**config.mk**
```make
export PLATFORM = sky130hd
export DESIGN_NAME = score_display
export DESIGN_NICKNAME = d
export VERILOG_FILES = /design/src/rtl/score_display_pkg.sv /design/src/rtl/score_display_hex_seg_decode.sv /design/src/rtl/score_display.sv
export SDC_FILE = /design/constraint.sdc
export NUM_CORES = 1
export LEC_CHECK = 0
export ABC_AREA = 1
export CAP_MARGIN = 20
export CORE_UTILIZATION = 50
export DETAILED_ROUTE_END_ITERATION = 10
export DONT_BUFFER_PORTS = 1
export SLEW_MARGIN = 0
export SYNTH_ARGS = -nofsm -noshare
export SYNTH_HDL_FRONTEND = slang
export SYNTH_SLANG_ARGS = --single-unit
```
**constraint.sdc**
```tcl
create_clock -name iCLK -period 12.5 [get_ports iCLK]
set_input_delay 1.25 -clock iCLK [delete_from_list [all_inputs] [get_ports iCLK]]
set_output_delay 1.25 -clock iCLK [all_outputs]
set_load 0.01 [all_outputs]
```
**src/rtl/score_display_pkg.sv**
```systemverilog
// Shared constants, state encoding and helpers for the score/high-score display.
// Segment patterns are active-low with bit0 = a through bit6 = g.
package score_display_pkg;

    localparam logic [6:0] SEG_BLANK = 7'h7F;

    localparam logic [6:0] SEG_DIGIT [0:9] = '{
        7'b1000000, 7'b1111001, 7'b0100100, 7'b0110000, 7'b0011001,
        7'b0010010, 7'b0000010, 7'b1111000, 7'b0000000, 7'b0010000
    };

    localparam logic [15:0] MAX_DISPLAY = 16'd9999;
    localparam int          CONV_BITS   = 14;

    typedef enum logic [1:0] {
        IDLE,
        LOAD,
        SHIFT,
        COMMIT
    } conv_state_t;

    // 9999 needs only 14 bits, so the clamped value is truncated to CONV_BITS.
    function automatic logic [CONV_BITS-1:0] clamp_display(input logic [15:0] value);
        logic [15:0] clamped;
        clamped = (value > MAX_DISPLAY) ? MAX_DISPLAY : value;
        return clamped[CONV_BITS-1:0];
    endfunction

    // Double-dabble correction step: +3 on every nibble that is 5 or more.
    function automatic logic [15:0] bcd_adjust(input logic [15:0] bcd);
        logic [15:0] result;
        result = bcd;
        for (int i = 0; i < 4; i++) begin
            if (result[i*4 +: 4] >= 4'd5) begin
                result[i*4 +: 4] = result[i*4 +: 4] + 4'd3;
            end
        end
        return result;
    endfunction

endpackage

```
**src/rtl/score_display_hex_seg_decode.sv**
```systemverilog
// Combinational BCD-nibble to active-low 7-segment decoder with a blank override.
// Non-decimal nibbles also show blank.
module hex_seg_decode
    import score_display_pkg::*;
(
    input  logic [3:0] bcd,
    input  logic       blank,
    output logic [6:0] seg
);

    always_comb begin
        seg = SEG_BLANK;
        if (!blank && (bcd <= 4'd9)) begin
            seg = SEG_DIGIT[bcd];
        end
    end

endmodule

```
**src/rtl/score_display.sv**
```systemverilog
// Converts score and high score to decimal with a sequential double-dabble engine and
// drives eight 7-segment digits, a lives thermometer and a game-over blink on the score.
module score_display
    import score_display_pkg::*;
#(
    parameter int BLINK_DIV = 25_000_000
) (
    input  logic        iCLK,
    input  logic        reset,
    input  logic [15:0] score,
    input  logic [15:0] high_score,
    input  logic [1:0]  lives,
    input  logic        game_over,
    output logic [6:0]  HEX0,
    output logic [6:0]  HEX1,
    output logic [6:0]  HEX2,
    output logic [6:0]  HEX3,
    output logic [6:0]  HEX4,
    output logic [6:0]  HEX5,
    output logic [6:0]  HEX6,
    output logic [6:0]  HEX7,
    output logic [2:0]  led_lives
);

    localparam int              CNT_W      = (BLINK_DIV > 1) ? $clog2(BLINK_DIV) : 1;
    localparam logic [CNT_W-1:0] BLINK_LAST = CNT_W'(BLINK_DIV - 1);
    localparam logic [3:0]      SHIFT_LAST = 4'(CONV_BITS - 1);

    conv_state_t state_reg, state_next;

    logic                 pending_reg;
    logic [31:0]          snapshot_reg;
    logic [31:0]          latched_reg;
    logic [CONV_BITS-1:0] score_bin_reg, high_bin_reg;
    logic [15:0]          score_bcd_reg, high_bcd_reg;
    logic [3:0]           shift_cnt_reg;
    logic [15:0]          score_digits_reg, high_digits_reg;
    logic                 digits_valid_reg;

    logic [CNT_W-1:0]     blink_cnt_reg;
    logic                 blink_phase_reg;

    logic [31:0]          digit_vec;
    logic [7:0]           blank_vec;
    logic                 lead_zero;
    logic [55:0]          seg_vec;
    logic [55:0]          hex_reg;
    logic [2:0]           led_lives_reg;

    always_ff @(posedge iCLK or posedge reset) begin
        if (reset) begin
            state_reg <= IDLE;
        end else begin
            state_reg <= state_next;
        end
    end

    always_comb begin
        state_next = state_reg;
        case (state_reg)
            IDLE:    if (pending_reg || ({score, high_score} != snapshot_reg)) state_next = LOAD;
            LOAD:    state_next = SHIFT;
            SHIFT:   if (shift_cnt_reg == SHIFT_LAST) state_next = COMMIT;
            COMMIT:  state_next = IDLE;
            default: state_next = IDLE;
        endcase
    end

    // The snapshot records the raw inputs that were converted, so a change that
    // arrives mid-conversion still mismatches in the following IDLE cycle.
    always_ff @(posedge iCLK or posedge reset) begin
        if (reset) begin
            pending_reg      <= 1'b1;
            snapshot_reg     <= '0;
            latched_reg      <= '0;
            score_bin_reg    <= '0;
            high_bin_reg     <= '0;
            score_bcd_reg    <= '0;
            high_bcd_reg     <= '0;
            shift_cnt_reg    <= '0;
            score_digits_reg <= '0;
            high_digits_reg  <= '0;
            digits_valid_reg <= 1'b0;
        end else begin
            case (state_reg)
                LOAD: begin
                    score_bin_reg <= clamp_display(score);
                    high_bin_reg  <= clamp_display(high_score);
                    latched_reg   <= {score, high_score};
                    score_bcd_reg <= '0;
                    high_bcd_reg  <= '0;
                    pending_reg   <= 1'b0;
                    shift_cnt_reg <= '0;
                end
                SHIFT: begin
                    {score_bcd_reg, score_bin_reg} <= {bcd_adjust(score_bcd_reg), score_bin_reg} << 1;
                    {high_bcd_reg, high_bin_reg}   <= {bcd_adjust(high_bcd_reg), high_bin_reg} << 1;
                    shift_cnt_reg <= shift_cnt_reg + 4'd1;
                end
                COMMIT: begin
                    score_digits_reg <= score_bcd_reg;
                    high_digits_reg  <= high_bcd_reg;
                    snapshot_reg     <= latched_reg;
                    digits_valid_reg <= 1'b1;
                end
                default: ;
            endcase
        end
    end

    always_ff @(posedge iCLK or posedge reset) begin
        if (reset) begin
            blink_cnt_reg   <= '0;
            blink_phase_reg <= 1'b0;
        end else if (!game_over) begin
            blink_cnt_reg   <= '0;
            blink_phase_reg <= 1'b0;
        end else if (blink_cnt_reg == BLINK_LAST) begin
            blink_cnt_reg   <= '0;
            blink_phase_reg <= ~blink_phase_reg;
        end else begin
            blink_cnt_reg <= blink_cnt_reg + 1'b1;
        end
    end

    assign digit_vec = {high_digits_reg, score_digits_reg};

    // Leading-zero blanking per group; ones digits only blank for blink or before
    // the first conversion completes. game_over is used directly so dropping it
    // restores the score on the very next edge.
    always_comb begin
        blank_vec = '0;
        lead_zero = 1'b1;
        for (int g = 0; g < 2; g++) begin
            lead_zero = 1'b1;
            for (int d = 3; d >= 1; d--) begin
                lead_zero = lead_zero && (digit_vec[g*16 + d*4 +: 4] == 4'd0);
                blank_vec[g*4 + d] = lead_zero;
            end
        end
        if (!digits_valid_reg) begin
            blank_vec = '1;
        end
        if (game_over && blink_phase_reg) begin
            blank_vec[3:0] = 4'hF;
        end
    end

    genvar gi;
    generate
        for (gi = 0; gi < 8; gi++) begin : g_digit
            hex_seg_decode u_decode (
                .bcd   (digit_vec[gi*4 +: 4]),
                .blank (blank_vec[gi]),
                .seg   (seg_vec[gi*7 +: 7])
            );
        end
    endgenerate

    always_ff @(posedge iCLK or posedge reset) begin
        if (reset) begin
            hex_reg <= {8{SEG_BLANK}};
        end else begin
            hex_reg <= seg_vec;
        end
    end

    always_ff @(posedge iCLK or posedge reset) begin
        if (reset) begin
            led_lives_reg <= 3'b000;
        end else begin
            case (lives)
                2'd0:    led_lives_reg <= 3'b000;
                2'd1:    led_lives_reg <= 3'b001;
                2'd2:    led_lives_reg <= 3'b011;
                default: led_lives_reg <= 3'b111;
            endcase
        end
    end

    assign HEX0      = hex_reg[6:0];
    assign HEX1      = hex_reg[13:7];
    assign HEX2      = hex_reg[20:14];
    assign HEX3      = hex_reg[27:21];
    assign HEX4      = hex_reg[34:28];
    assign HEX5      = hex_reg[41:35];
    assign HEX6      = hex_reg[48:42];
    assign HEX7      = hex_reg[55:49];
    assign led_lives = led_lives_reg;

endmodule

```
# [Word level (Yosys, flattened, before mapping)]
# Memories as Yosys holds them, arrays and structs flattened.
# Index checks and enable logic that the tools add are counted.
# W data, S select, Z words.
[totals] wordCells=161 reg_bits=249 out_inout_bits=59 mem_count=8 mem_bits_ro=896
[classes] n_bitwise=9 add_sub_neg=10 n_mux=49 reduce_logical=32 n_lt_le_gt_ge=26 n_eq_ne=11
[mem_list] memory="(name not given)" depth=16 width=7 read_ports=1 rd_clocked_by_memory_dff=0 wr=0 line="score_display_hex_seg_decode.sv:14" rtl="seg = SEG_DIGIT[bcd];"
[mem_list] memory="(name not given)" depth=16 width=7 read_ports=1 rd_clocked_by_memory_dff=0 wr=0 line="score_display_hex_seg_decode.sv:14"
[mem_list] memory="(name not given)" depth=16 width=7 read_ports=1 rd_clocked_by_memory_dff=0 wr=0 line="score_display_hex_seg_decode.sv:14"
[mem_list] memory="(name not given)" depth=16 width=7 read_ports=1 rd_clocked_by_memory_dff=0 wr=0 line="score_display_hex_seg_decode.sv:14"
[mem_list] memory="(name not given)" depth=16 width=7 read_ports=1 rd_clocked_by_memory_dff=0 wr=0 line="score_display_hex_seg_decode.sv:14"
[mem_list] memory="(name not given)" depth=16 width=7 read_ports=1 rd_clocked_by_memory_dff=0 wr=0 line="score_display_hex_seg_decode.sv:14"
[mem_list] memory="+2 memories"
[ops] operator="$mux W7" count=24
[ops] operator="$pmux W16 S2" count=2
[ops] operator="$pmux W14 S2" count=2
[ops] operator="$mux W25" count=2
[ops] operator="$ge A5 B5 Y1 const B" count=8
[ops] operator="$not A4 Y5" count=8
[ops] operator="$ge A4 B3 Y1 const B" count=8
[ops] operator="$gt A16 B14 Y1 const B" count=2
[ops] operator="$le A4 B4 Y1 const B" count=8
[ops] operator="$ne A32 B32 Y1" count=1
[ops] operator="$mux W14" count=2
[ops] operator="$mux W4" count=7
[ops] operator="$add A25 B1 Y25 const B" count=1
[ops] operator="$eq A25 B25 Y1 const B" count=1
[ops] operator="$add A4 B2 Y4 const B" count=6
[ops] operator="$logic_not A4 Y1" count=6
[ops] operator="$logic_and A1 B1 Y1" count=13
[ops] operator="$pmux W3 S3" count=1
[ops] operator="$logic_not A1 Y1" count=8
[ops] operator="$mux W8" count=1
[ops] operator="$pmux W2 S4" count=1
[ops] operator="$pmux W4 S2" count=1
[ops] operator="$add A3 B2 Y3 const B" count=2
[ops] operator="$eq A2 B2 Y1 const B" count=3
[ops] operator="13 further kinds" count=19

# [Longest topological paths before layout]
[logic_depth] word_depth=8 depth_mapped=12 mapped_depth_nobuf=12

# [Cells and area by module]
# From an unflattened synthesis, not the netlist that was laid out.
[hier_totals] hier_cells=1501 area_unflattened_um2=12782.3
[modules_own_cells] mod="score_display" seq_area_each_um2=6302.3 area_each_um2=10860.4 cells_each=1181 n_inst=1
[modules_own_cells] mod="hex_seg_decode" seq_area_each_um2=0.0 area_each_um2=240.2 cells_each=40 n_inst=8

# [Worst setup path after synthesis]
# OpenSTA, ideal clock, no wires.
[synth_path] kind="input -> register" from="input port score[14]" to="register score_bin_reg[4]" arrival_time_ns=2.039 setup_slack_ns=10.322 required_ns=12.361 setup_time_ns=0.139 stages=8 path_cell_list="nor2_1 nand3_1 nor2_1 o21ai_0 nand2_2 inv_1 nand3_1 o221ai_1"
[synth_via] elab_chain_cells=3
[synth_lines] item="start: declaration" line="score_display.sv:10" rtl="input logic [15:0] score,"
[synth_lines] item="$gt A16 B14 Y1" line="score_display_pkg.sv:25" rtl="clamped = (value > MAX_DISPLAY) ? MAX_DISPLAY : value;"
[synth_lines] item="$mux W14" line="score_display_pkg.sv:25"
[synth_lines] item="$pmux W14 S2" line="score_display.sv:85" rtl="case (state_reg)"
[synth_lines] item="end signal: assignment" line="score_display.sv:87" rtl="score_bin_reg <= clamp_display(score);"
[synth_lines] item="end signal: assignment" line="score_display.sv:96" rtl="{score_bcd_reg, score_bin_reg} <= {bcd_adjust(score_bcd_reg), score_bin_reg} << 1;"
[synth_lines] item="end: declaration" line="score_display.sv:34" rtl="logic [CONV_BITS-1:0] score_bin_reg, high_bin_reg;"
# No other way between the ends.
# A chain may end at the register's enable or synchronous reset.

# [Worst setup path after layout]
[layout_path] from="register state_reg[0]" to="register high_bcd_reg[1]"
[layout_via] elab_chain_cells=2 elab_cells_between_ends=4
[layout_lines] item="start: declaration" line="score_display.sv:29" rtl="conv_state_t state_reg, state_next;"
[layout_lines] item="start signal: assignment" line="score_display.sv:54" rtl="state_reg <= state_next;"
[layout_lines] item="$eq A2 B2 Y1 / $eq A2 B1 Y1 (equally long branches)" line="score_display.sv:85"
[layout_lines] item="$pmux W16 S2 / $reduce_bool A2 Y1 (equally long branches)"
[layout_lines] item="end signal: assignment" line="score_display.sv:97" rtl="{high_bcd_reg, high_bin_reg} <= {bcd_adjust(high_bcd_reg), high_bin_reg} << 1;"
[layout_lines] item="end: declaration" line="score_display.sv:35" rtl="logic [15:0] score_bcd_reg, high_bcd_reg;"
# Parallel ways exist; a longest one is shown, timed or not.

==> impl_metrics.csv <==
group,metric,value,unit
clock_tree,cts_repair_resize_count,0,
detailed_routing,vias_per_cell,5.116,
place,dp.final_hpwl,16.50,mm
layout,mostFrequentLayoutCell,"sky130_fd_sc_hd__nand2_1",
critical_path,critPathLaunchType,"flop",
detailed_routing,ant_nets,0,
clock_tree,tritoncts,"yes",
die,die-height,157.3,um
die,ioPinCount,96,
yosys,synth.distinct_cells,45,
detailed_routing,drcViolationCount,0,
grt,grt_first_pass_wirelength,41.37,mm
min_path,worstHoldPathType,"reg2reg",
place,port-buffer-count,0,
place,cell_area_reported_after_detailed_placement,12360,um2
yosys,number_of_instances_in_the_synthesized_netlist,1369,
grt,groute.usage.overall,0.2044,
timing,timing_hold_violations_final,0,
yosys,post-synth-top-area-cell,"sky130_fd_sc_hd__dfrtp_1",
critical_path,endpoint_type_of_the_worst_setup_path,"flop",
clock_tree,htree_num_levels,1,
clock_tree,clock-root-buffer,"sky130_fd_sc_hd__clkbuf_16",
grt,globalRouteOverflowTotal,0,
timing,timing.fmax,289.3,MHz
yosys,yosys_most_used_dff,"sky130_fd_sc_hd__dfrtp_1",
clock_tree,post_cts.repair.setup_buffers,0,
die,rows,56,
yosys,net_count_after_synthesis,1468,
die,total_die_area,24750,um2
layout,mostFrequentLayoutCells,"sky130_fd_sc_hd__nand2_1, sky130_fd_sc_hd__inv_1, sky130_fd_sc_hd__dfrtp_1",
clock_tree,cts_max_path_buffers,3,
timing,rsz0062_at_grt,"no",
critical_path,arrival,3.91,ns
timing,setup_viol,0,
critical_path,required,12.95,ns
clock_tree,number_of_buffers_created_by_cts,28,
die,die-width,157.3,um
yosys,post_synth_main_area_contributors,"sky130_fd_sc_hd__dfrtp_1, sky130_fd_sc_hd__dfstp_2, sky130_fd_sc_hd__o21ai_0",
layout,diodes,0,
layout,finalCoreUtilization,0.5732,
layout,final_net_count,1466,
critical_path,timing_worst_setup_path_type,"reg2reg",
layout,area_of_all_placed_cells_without_fillers,13490,um2
die,placeableCoreArea,23540,um2
layout,largest_register_ff_count,56,
yosys,syn_avg_cell_area,8.812,um2
yosys,synth_edf_count,0,
clock_tree,tritoncts_num_sinks,249,
place,gp_congestion,0.8362,
timing,slew_headroom,0.3463,
critical_path,worstPathCellList,"inv_1, ha_2, buf_4, nand2_1, inv_1, o21ai_0, o22ai_1",
pwr,leak_pwr,6.266,nW
detailed_routing,detail_route.iter0.violations,540,
layout,nFillCells,2121,
timing,worstMarginPinSlew,0.9782,ns
grt,number_of_global_route_vias_before_repair,8463,
yosys,synth.ff_latch_count,249,
critical_path,critical_path.max_stage_delay,0.88,ns
critical_path,worst-path-buf-inv,3,
detailed_routing,routed_wire_length_per_instance,14.26,um
detailed_routing,first_pass_iters,5,
pwr,pwr_density_cell,221.4,nW/um2
clock_tree,ctsHoldBuffers,0,
layout,syn_to_final_growth,11.85,%
outcome,status,"complete, no violations",
yosys,mappedNetlistArea,12060,um2
critical_path,crit_family,"buffers and inverters",
timing,finClkSkew,0.01215,ns
grt,largest_net_degree_at_the_start_of_global_routing,97,
detailed_routing,drt-total-wl,24.36,mm
critical_path,worst_path_max_delay_cell,"sky130_fd_sc_hd__inv_1",
timing,report.final.slew_viol_count,0,
timing,totalNegativeSetupSlack,0,ns
clock_tree,clkSlewWorstSetupHoldPaths,0.06,ns
yosys,area_share_of_the_leading_cell_type_in_the_synthesized_netlist,0.3983,
critical_path,path_max_fanout,63,
layout,layout-drive-gt1-share,0.1130,
detailed_routing,vias,8738,
clock_tree,clk_latency_worst_skew_pair,0.54,ns
critical_path,critPathMostFrequentCell,"sky130_fd_sc_hd__inv_1",
grt,antenna_found_initial,0,
yosys,synth-seq-area-share,0.5224,
timing,finalCritPeriodShare,0.2766,
run,maxCapViolations,0,
die,floorplan.initialDensity,0.5124,
yosys,synth-warning-count,0,
yosys,synth_async_reset_ratio,1.000,
pwr,worst_vdd_drop,152.1,uV
timing,layout_min_cycle_time,3.457,ns
## per-layer routing
| layer | GRT usage | vias up | wire length (um) |
|---|---|---|---|
| met5 | 0 | - | 0 |
| met4 | 0.04854 | 0 | 410 |
| met3 | 0.04295 | 34 | 1280 |
| met2 | 0.3283 | 156 | 11110 |
| met1 | 0.2824 | 4093 | 11560 |
| li1 | - | 4455 | - |
## final timing paths
path	startpoint	end	slack, ns	cells past startpoint
worst max-delay path	state_reg[0]	high_bcd_reg[1]	9.04	7
worst min-delay path	high_digits_reg[7]	hex_reg[36]	0.42	1
worst max register to register	state_reg[0]	high_bcd_reg[1]	9.04	7
worst min register to register	high_digits_reg[7]	hex_reg[36]	0.42	1
max in group asynchronous	reset	blink_cnt_reg[14]	10.49	2
min in group asynchronous	reset	high_digits_reg[8]	0.68	1
## power by group
group / internal [mW] / switching (mW) / total (mW)
Clock: 0.632 / 0.330 / 0.963
Combinational: 0.266 / 0.473 / 0.739
Sequential: 1.10 / 0.186 / 1.29
## metrics by stage
stage | hold WS, ns | worst slack (ns) | cells | power [mW]
5_1_grt | 0.4441 | 8.634 | 1708 | 3.220
6_report | 0.4233 | 9.043 | 1708 | 2.987
2_1_floorplan | 0.4020 | 4.501 | 1369 | 1.855
4_1_cts | 0.4258 | 8.923 | 1707 | 3.021
3_5_place_dp | 0.4179 | 8.940 | 1655 | 2.045
3_3_place_gp | 0.4164 | 9.065 | 1655 | 2.025
## cells in the mapped netlist, types with 18 or more instances
master / count
sky130_fd_sc_hd__nand4_1: 18
sky130_fd_sc_hd__dfrtp_1: 192
sky130_fd_sc_hd__dfstp_2: 57
sky130_fd_sc_hd__a21oi_1: 42
sky130_fd_sc_hd__nor3_1: 20
sky130_fd_sc_hd__nand2_1: 242
sky130_fd_sc_hd__inv_1: 196
sky130_fd_sc_hd__ha_1: 62
sky130_fd_sc_hd__nand3_1: 63
sky130_fd_sc_hd__o21ai_0: 189
sky130_fd_sc_hd__clkbuf_1: 23
sky130_fd_sc_hd__nor2_1: 124
## cell type report
| cell class | instances | area (um2) | area share |
|---|---|---|---|
| sequential | 249 | 6302 | 0.4670 |
| multi-input combinational | 882 | 4858 | 0.3600 |
| clock buffer | 36 | 792.0 | 0.05869 |
| inverter | 199 | 754.5 | 0.05591 |
| tap | 319 | 399.1 | 0.02958 |
| clock inverter | 16 | 315.3 | 0.02337 |
| timing repair buffer | 7 | 72.57 | 0.005378 |
## cell families after synthesis
family | count (synthesis) | share of synthesized area
compound gates | 289 | 0.1326
xor+xnor | 23 | 0.01670
fa+ha+maj | 62 | 0.06430
buf+inv | 238 | 0.07633
flops | 249 | 0.5224
mux | 4 | 0.003733
simple gates | 504 | 0.1839
Note: power is estimated with default switching activity, not from simulation.
